===== src/rtl/vertex_rotator_if.sv =====
// rtl/vertex_rotator_if.sv - group handshake bundle between vertex store, rotator and projection stage
interface vertex_rotator_if #(
   parameter int COORD_W = 8,
   parameter int OUT_W   = 9,
   parameter int TRIG_W  = 16,
   parameter int N_VERT  = 3
);
   logic                          in_valid;
   logic                          in_ready;
   logic [N_VERT*3*COORD_W-1:0]   in_verts;
   logic signed [TRIG_W-1:0]      sin_val;
   logic signed [TRIG_W-1:0]      cos_val;
   logic [1:0]                    axis;
   logic                          out_valid;
   logic                          out_ready;
   logic [N_VERT*3*OUT_W-1:0]     out_verts;
   logic                          out_sat;

   modport master (
      output in_valid, in_verts, sin_val, cos_val, axis, out_ready,
      input  in_ready, out_valid, out_verts, out_sat
   );

   modport slave (
      input  in_valid, in_verts, sin_val, cos_val, axis, out_ready,
      output in_ready, out_valid, out_verts, out_sat
   );
endinterface


===== src/rtl/vertex_rotator.sv =====
// rtl/vertex_rotator.sv - two-stage multiply / round-saturate rotator, one vertex per cycle
module vertex_rotator #(
   parameter int COORD_W   = 8,
   parameter int OUT_W     = 9,
   parameter int TRIG_W    = 16,
   parameter int TRIG_FRAC = 14,
   parameter int N_VERT    = 3
) (
   input logic           clk_in,
   input logic           rst_n_in,
   vertex_rotator_if.slave bus
);
   localparam int PW = COORD_W + TRIG_W;
   localparam int SW = PW + 2;
   localparam int CW = $clog2(N_VERT + 1);
   localparam logic signed [SW-1:0] RND    = SW'(2 ** (TRIG_FRAC - 1));
   localparam logic signed [SW-1:0] SAT_HI = SW'(2 ** (OUT_W - 1) - 1);
   localparam logic signed [SW-1:0] SAT_LO = SW'(-(2 ** (OUT_W - 1)));

   typedef enum logic [1:0] {IDLE, RUN, DONE} state_t;

   state_t                       state;
   logic [N_VERT*3*COORD_W-1:0]  verts_q;
   logic signed [TRIG_W-1:0]     sin_q, cos_q;
   logic [1:0]                   axis_q;
   logic [CW-1:0]                cnt, p_idx;
   logic                         p_valid;
   logic signed [PW-1:0]         p_ac, p_bs, p_as, p_bc;
   logic signed [COORD_W-1:0]    r_x, r_y, r_z;
   logic [N_VERT*3*OUT_W-1:0]    out_verts_q;
   logic                         out_sat_q, out_valid_q;

   function automatic logic [OUT_W:0] rnd_sat(input logic signed [SW-1:0] v);
      logic signed [SW-1:0] r;
      r = (v + RND) >>> TRIG_FRAC;
      if (r > SAT_HI)      rnd_sat = {1'b1, SAT_HI[OUT_W-1:0]};
      else if (r < SAT_LO) rnd_sat = {1'b1, SAT_LO[OUT_W-1:0]};
      else                 rnd_sat = {1'b0, r[OUT_W-1:0]};
   endfunction

   // Every axis reduces to a' = a*c - b*s, b' = a*s + b*c over a pair (a,b); Y uses (z,x).
   logic [CW-1:0]             sel;
   logic signed [COORD_W-1:0] v_x, v_y, v_z, op_a, op_b;
   always_comb begin
      sel = (cnt < CW'(N_VERT)) ? cnt : '0;
      v_x = verts_q[(int'(sel)*3+0)*COORD_W +: COORD_W];
      v_y = verts_q[(int'(sel)*3+1)*COORD_W +: COORD_W];
      v_z = verts_q[(int'(sel)*3+2)*COORD_W +: COORD_W];
      case (axis_q)
         2'd0:    begin op_a = v_y; op_b = v_z; end
         2'd1:    begin op_a = v_z; op_b = v_x; end
         default: begin op_a = v_x; op_b = v_y; end
      endcase
   end

   logic signed [SW-1:0]    sum_a, sum_b;
   logic [OUT_W:0]          rs_a, rs_b;
   logic signed [OUT_W-1:0] n_x, n_y, n_z;
   logic                    clip;
   always_comb begin
      sum_a = SW'(p_ac) - SW'(p_bs);
      sum_b = SW'(p_as) + SW'(p_bc);
      rs_a  = rnd_sat(sum_a);
      rs_b  = rnd_sat(sum_b);
      n_x   = OUT_W'(r_x);
      n_y   = OUT_W'(r_y);
      n_z   = OUT_W'(r_z);
      clip  = 1'b0;
      case (axis_q)
         2'd0: begin n_y = rs_a[OUT_W-1:0]; n_z = rs_b[OUT_W-1:0]; clip = rs_a[OUT_W] | rs_b[OUT_W]; end
         2'd1: begin n_z = rs_a[OUT_W-1:0]; n_x = rs_b[OUT_W-1:0]; clip = rs_a[OUT_W] | rs_b[OUT_W]; end
         2'd2: begin n_x = rs_a[OUT_W-1:0]; n_y = rs_b[OUT_W-1:0]; clip = rs_a[OUT_W] | rs_b[OUT_W]; end
         default: clip = 1'b0;
      endcase
   end

   always_ff @(posedge clk_in or negedge rst_n_in) begin
      if (!rst_n_in) begin
         state       <= IDLE;
         verts_q     <= '0;
         sin_q       <= '0;
         cos_q       <= '0;
         axis_q      <= '0;
         cnt         <= '0;
         p_idx       <= '0;
         p_valid     <= 1'b0;
         p_ac        <= '0;
         p_bs        <= '0;
         p_as        <= '0;
         p_bc        <= '0;
         r_x         <= '0;
         r_y         <= '0;
         r_z         <= '0;
         out_verts_q <= '0;
         out_sat_q   <= 1'b0;
         out_valid_q <= 1'b0;
      end else begin
         case (state)
            IDLE: begin
               if (bus.in_valid) begin
                  verts_q   <= bus.in_verts;
                  sin_q     <= bus.sin_val;
                  cos_q     <= bus.cos_val;
                  axis_q    <= bus.axis;
                  cnt       <= '0;
                  p_valid   <= 1'b0;
                  out_sat_q <= 1'b0;
                  state     <= RUN;
               end
            end
            RUN: begin
               if (cnt < CW'(N_VERT)) begin
                  p_ac    <= PW'(op_a) * PW'(cos_q);
                  p_bs    <= PW'(op_b) * PW'(sin_q);
                  p_as    <= PW'(op_a) * PW'(sin_q);
                  p_bc    <= PW'(op_b) * PW'(cos_q);
                  r_x     <= v_x;
                  r_y     <= v_y;
                  r_z     <= v_z;
                  p_idx   <= cnt;
                  p_valid <= 1'b1;
                  cnt     <= cnt + CW'(1);
               end else begin
                  p_valid <= 1'b0;
               end
               if (p_valid) begin
                  out_verts_q[(int'(p_idx)*3+0)*OUT_W +: OUT_W] <= n_x;
                  out_verts_q[(int'(p_idx)*3+1)*OUT_W +: OUT_W] <= n_y;
                  out_verts_q[(int'(p_idx)*3+2)*OUT_W +: OUT_W] <= n_z;
                  if (clip) out_sat_q <= 1'b1;
                  if (p_idx == CW'(N_VERT - 1)) begin
                     state       <= DONE;
                     out_valid_q <= 1'b1;
                  end
               end
            end
            DONE: begin
               if (bus.out_ready) begin
                  out_valid_q <= 1'b0;
                  state       <= IDLE;
               end
            end
            default: state <= IDLE;
         endcase
      end
   end

   assign bus.in_ready  = (state == IDLE);
   assign bus.out_valid = out_valid_q;
   assign bus.out_verts = out_verts_q;
   assign bus.out_sat   = out_sat_q;
endmodule


===== src/flat_wrapper.sv =====
// flat-port wrapper written by rule: the top's interface ports become plain ports
module vertex_rotator_flat 
#(
   parameter int COORD_W   = 8,
   parameter int OUT_W     = 9,
   parameter int TRIG_W    = 16,
   parameter int TRIG_FRAC = 14,
   parameter int N_VERT    = 3
)
  (clk_in, rst_n_in, bus_in_valid, bus_in_verts, bus_sin_val, bus_cos_val, bus_axis, bus_out_ready, bus_in_ready, bus_out_valid, bus_out_verts, bus_out_sat);
  vertex_rotator_if #(.COORD_W(COORD_W), .OUT_W(OUT_W), .TRIG_W(TRIG_W), .N_VERT(N_VERT)) bus_i ();
  input logic clk_in;
  input logic rst_n_in;
  input wire logic [$bits(bus_i.in_valid)-1:0] bus_in_valid;
  input wire logic [$bits(bus_i.in_verts)-1:0] bus_in_verts;
  input wire logic [$bits(bus_i.sin_val)-1:0] bus_sin_val;
  input wire logic [$bits(bus_i.cos_val)-1:0] bus_cos_val;
  input wire logic [$bits(bus_i.axis)-1:0] bus_axis;
  input wire logic [$bits(bus_i.out_ready)-1:0] bus_out_ready;
  output wire logic [$bits(bus_i.in_ready)-1:0] bus_in_ready;
  output wire logic [$bits(bus_i.out_valid)-1:0] bus_out_valid;
  output wire logic [$bits(bus_i.out_verts)-1:0] bus_out_verts;
  output wire logic [$bits(bus_i.out_sat)-1:0] bus_out_sat;
  assign bus_i.in_valid = bus_in_valid;
  assign bus_i.in_verts = bus_in_verts;
  assign bus_i.sin_val = bus_sin_val;
  assign bus_i.cos_val = bus_cos_val;
  assign bus_i.axis = bus_axis;
  assign bus_i.out_ready = bus_out_ready;
  assign bus_in_ready = bus_i.in_ready;
  assign bus_out_valid = bus_i.out_valid;
  assign bus_out_verts = bus_i.out_verts;
  assign bus_out_sat = bus_i.out_sat;
  vertex_rotator #(.COORD_W(COORD_W), .OUT_W(OUT_W), .TRIG_W(TRIG_W), .TRIG_FRAC(TRIG_FRAC), .N_VERT(N_VERT)) u_core (.clk_in(clk_in), .rst_n_in(rst_n_in), .bus(bus_i));
endmodule

===== config.mk =====
export PLATFORM = sky130hd
export DESIGN_NAME = vertex_rotator_flat
export DESIGN_NICKNAME = d
export VERILOG_FILES = /design/src/rtl/vertex_rotator_if.sv /design/src/rtl/vertex_rotator.sv /design/src/flat_wrapper.sv
export SDC_FILE = /design/constraint.sdc
export NUM_CORES = 2
export LEC_CHECK = 0
export BUFFER_PORTS_ARGS = -buffer_cell sky130_fd_sc_hd__buf_2
export CORE_MARGIN = 8
export CORE_UTILIZATION = 50
export DETAILED_ROUTE_END_ITERATION = 8
export HOLD_SLACK_MARGIN = 0.03
export PLACE_DENSITY = 0.7
export SYNTH_ARGS = -nofsm -noshare
export SYNTH_HDL_FRONTEND = slang
export SYNTH_SLANG_ARGS = --single-unit

===== constraint.sdc =====
create_clock -name clk_in -period 8.1 [get_ports clk_in]
set_input_delay 0.405 -clock clk_in [delete_from_list [all_inputs] [get_ports clk_in]]
set_output_delay 0.405 -clock clk_in [all_outputs]
set_load 0.02 [all_outputs]

==> summary.md <==
The floorplan has 100 rows. The commonest cells after synthesis are 562 x sky130_fd_sc_hd__inv_1, 471 x sky130_fd_sc_hd__nand2_1, 412 x sky130_fd_sc_hd__fa_1. During placement, the flow inserted port buffers numbering 193.

The worst setup path is of the flip-flop to flip-flop kind. The run gives 2,699 as the number of violations reported at the end of detailed-routing iteration 0. After routing the design area is 0.04176 mm^2.

At the end of routability-driven placement, the weighted congestion stood at 0.9913. The die covers 0.08425 mm^2. The die is 290.3 um tall. The core region is 0.07445 mm^2. Dividing the final minimum period by the clock period gives 95.21%. The final number of max-transition violations is 0. Data on the critical path arrives at its endpoint at 8.12 ns. At the pin with the least slew margin, the transition time is 1.122 ns. The die outline width was 290.3 um; the post-detailed-placement cell area was 0.03985 mm^2.

The dominant cell type by area after synthesis is sky130_fd_sc_hd__fa_1. The fraction of the core area covered by cells at the end of the flow is 56.09%, and the cell count of the worst hold path is 2. The run finished with clean final reports. The predominant post-synthesis flop cell is sky130_fd_sc_hd__dfrtp_1. The first detailed-routing pass took 6 iterations. The number of nets in the synthesized netlist is 4,954. The clock tree synthesis step divided the H-tree into 2 levels. For the relative max-transition margin, the log shows 25.04%. Sequential cells were found to cover 21.03% of the synthesized design area.

The Yosys warning count was 0; the mean cell area of the mapped netlist was 9.092 um^2. The total global-route track usage was 27.98%. The number of synthesized register bits was 316. The synthesized design devotes to its leading area cell type 21.93% of total area.

The logs give 31,170 for the total number of vias and 316 for the number of sinks driven by the clock tree. The overall overflow remaining after global route was 0. In the routed design, unresolved DRC markers number 0. The number of failing hold endpoints at the final stage was 0; the detail-routed via count per cell was 5.903. By area the synthesized netlist is led by sky130_fd_sc_hd__fa_1 22%, sky130_fd_sc_hd__dfrtp_1 21%, sky130_fd_sc_hd__ha_1 9.8%.

The cell count after synthesis came out at 4,136. The worst setup path is launched from a flip-flop. Once the floorplan was initialized, standard cells occupied 50.51% of the core. At the later pin of the worst-skew pair, clock insertion delay measures 0.59 ns.

The shortest period the worst path allows was 7.712 ns; the maximum number of pins on one net before global-route repair was 145. The clock slew seen by the registers of the worst setup and hold paths was 0.06 ns; the final antenna-violating net count was 0. The min-delay analysis places its worst path in the category primary input to flip-flop.

Summing every instance area after synthesis gives 0.03761 mm^2. Hold timing on the final database bottoms out at a slack of 0.05789 ns. STA puts the critical path data required time at 8.51 ns.

Number of enable-type register cells in the synthesized netlist: 0. TritonCTS built the clock tree. The number of buffers inserted during clock tree synthesis is 42, and the mean routed wirelength per cell is 22.45 um.

The tools report the maximum clock skew at final layout as 0.04278 ns. The final setup violation count was 0; the buffering stage count on the worst path with inverters included was 8. Max-cap violations in this run came to 0.

No sink is reached through more buffers than the 3 on the longest clock path. The logs give 31,830 for the via count of the first global-routing pass and 129.7 MHz for the peak clock frequency supported by timing. The instance count on the critical path is 31, and the proportion of synthesized flip-flops having asynchronous set or reset is 100.0%. The number of antenna cells inserted was 0.

Pin placement for this block handled 194 I/O pins. The dominant cell by count in the synthesized netlist is sky130_fd_sc_hd__inv_1. The slowest cell on the critical path was sky130_fd_sc_hd__mux4_2. The run gives 5,097 as the number of nets in the layout. The synthesis-to-layout area growth came out at 11.04%. The fraction of layout instances using a drive strength above 1 came out at 13.57%. The tools report the placed wire-length estimate as 92.57 mm.

The number of cells on the worst reg-to-reg path is 31. Of all nets on the critical path, the largest fanout is 20. The first global-routing pass estimated 188.3 mm of wire. The run gives 118.5 mm as the detailed-route wire length.

The tools report the capturing element type of the critical path as a flip-flop. The count of distinct cell types in the synthesized netlist is 91. CTS placed an instance of sky130_fd_sc_hd__clkbuf_16 at the clock tree root. The initial antenna violation count is 3. Grouping stages by cell kind, the critical path spends the most delay in adder cells. The most numerous cell type found on the critical path is sky130_fd_sc_hd__inv_1. On the worst path, the slowest cell contributes a delay of 0.54 ns.
## cell usage in the layout, fill, tap and decap left out, drive strengths merged, types with 36 or more instances in the layout
cell type,netlist,layout
inv,564,566
nand2,472,472
fa,412,412
dfrtp,316,316
and2,303,303
ha,296,296
buf,18,278
o21ai,222,222
nor2,175,175
mux2,142,142
a21oi,111,111
nor3,83,83
nand2b,75,75
xnor2,65,65
clkbuf,193,56
nand3,55,55
xor2,42,42
a31oi,42,42
a211oi,40,40
a21o,36,36
## flip-flops by register name (all words and copies together), names as in the netlist
name                  count
u_core.state              2
u_core.r_z                8
u_core.p_bc              24
u_core.sin_q             16
u_core.bus.out_sat        1
u_core.verts_q           72
u_core.axis_q             2
u_core.p_ac              24
u_core.cos_q             16
u_core.r_y                8
u_core.cnt                2
u_core.p_as              24
u_core.p_idx              2
u_core.bus.out_valid      1
u_core.p_bs              24
u_core.r_x                8
u_core.bus.out_verts     81
u_core.p_valid            1
## timing repair
item / in CTS / in global routing
hold buffers: 30 / 0
hold endpoints to repair: 139 / 0
gates resized for setup: 0 / 27
endpoints found under the setup margin: 0 / 15
setup buffers: 0 / 0
## metrics by stage
step                cells  setup WS [ns]  setup TNS, ns
floorplan            4136         0.2764              0
global placement     5172         0.2703              0
detailed placement   5172         0.2181              0
CTS                  5278         0.1803              0
global route         5280       -0.08006       -0.08027
finish               5280         0.3879              0
## worst paths after layout
path	start	endpoint	slack, ns
max	u_core.cnt[0]	u_core.p_bs[23]	0.39
min	bus_in_verts[58]	u_core.verts_q[58]	0.06
max reg2reg	u_core.cnt[0]	u_core.p_bs[23]	0.39
min reg2reg	u_core.bus.out_verts[76]	u_core.bus.out_verts[76]	0.47
max in group asynchronous	rst_n_in	u_core.cnt[1]	6.20
min in group asynchronous	rst_n_in	u_core.verts_q[33]	0.53
## metal layers
layer | vias up | global-route usage [%] | share of wire [%]
li1 | 14150 | - | -
met2 | 1229 | 45.93 | 47
met1 | 15520 | 36.92 | 42
met5 | - | 0 | 0.031
met3 | 266 | 4.559 | 7.0
met4 | 2 | 11.05 | 4.5
## cells by family (layout without fill, tap and decap cells)
logic type / after synthesis / after routing / share of synthesized area, %
compound gates: 766 / 766 / 13.77
fa+ha+maj: 708 / 708 / 31.78
flops: 316 / 316 / 21.03
simple gates: 1256 / 1256 / 16.29
mux: 204 / 204 / 6.801
xor+xnor: 107 / 107 / 2.542
buf+inv: 779 / 954 / 7.789
## layout make-up
class	count	area, um^2
Fill cell	6618	32690
Multi-Input combinational cell	3041	27010
Sequential cell	316	7910
Inverter	568	2132
Timing Repair Buffer	310	2059
Tap cell	969	1212
Clock buffer	54	1167
Clock inverter	22	266.5
Power is not shown: default switching activity piles up to over one toggle a cycle in this logic, so the estimate is an artifact.
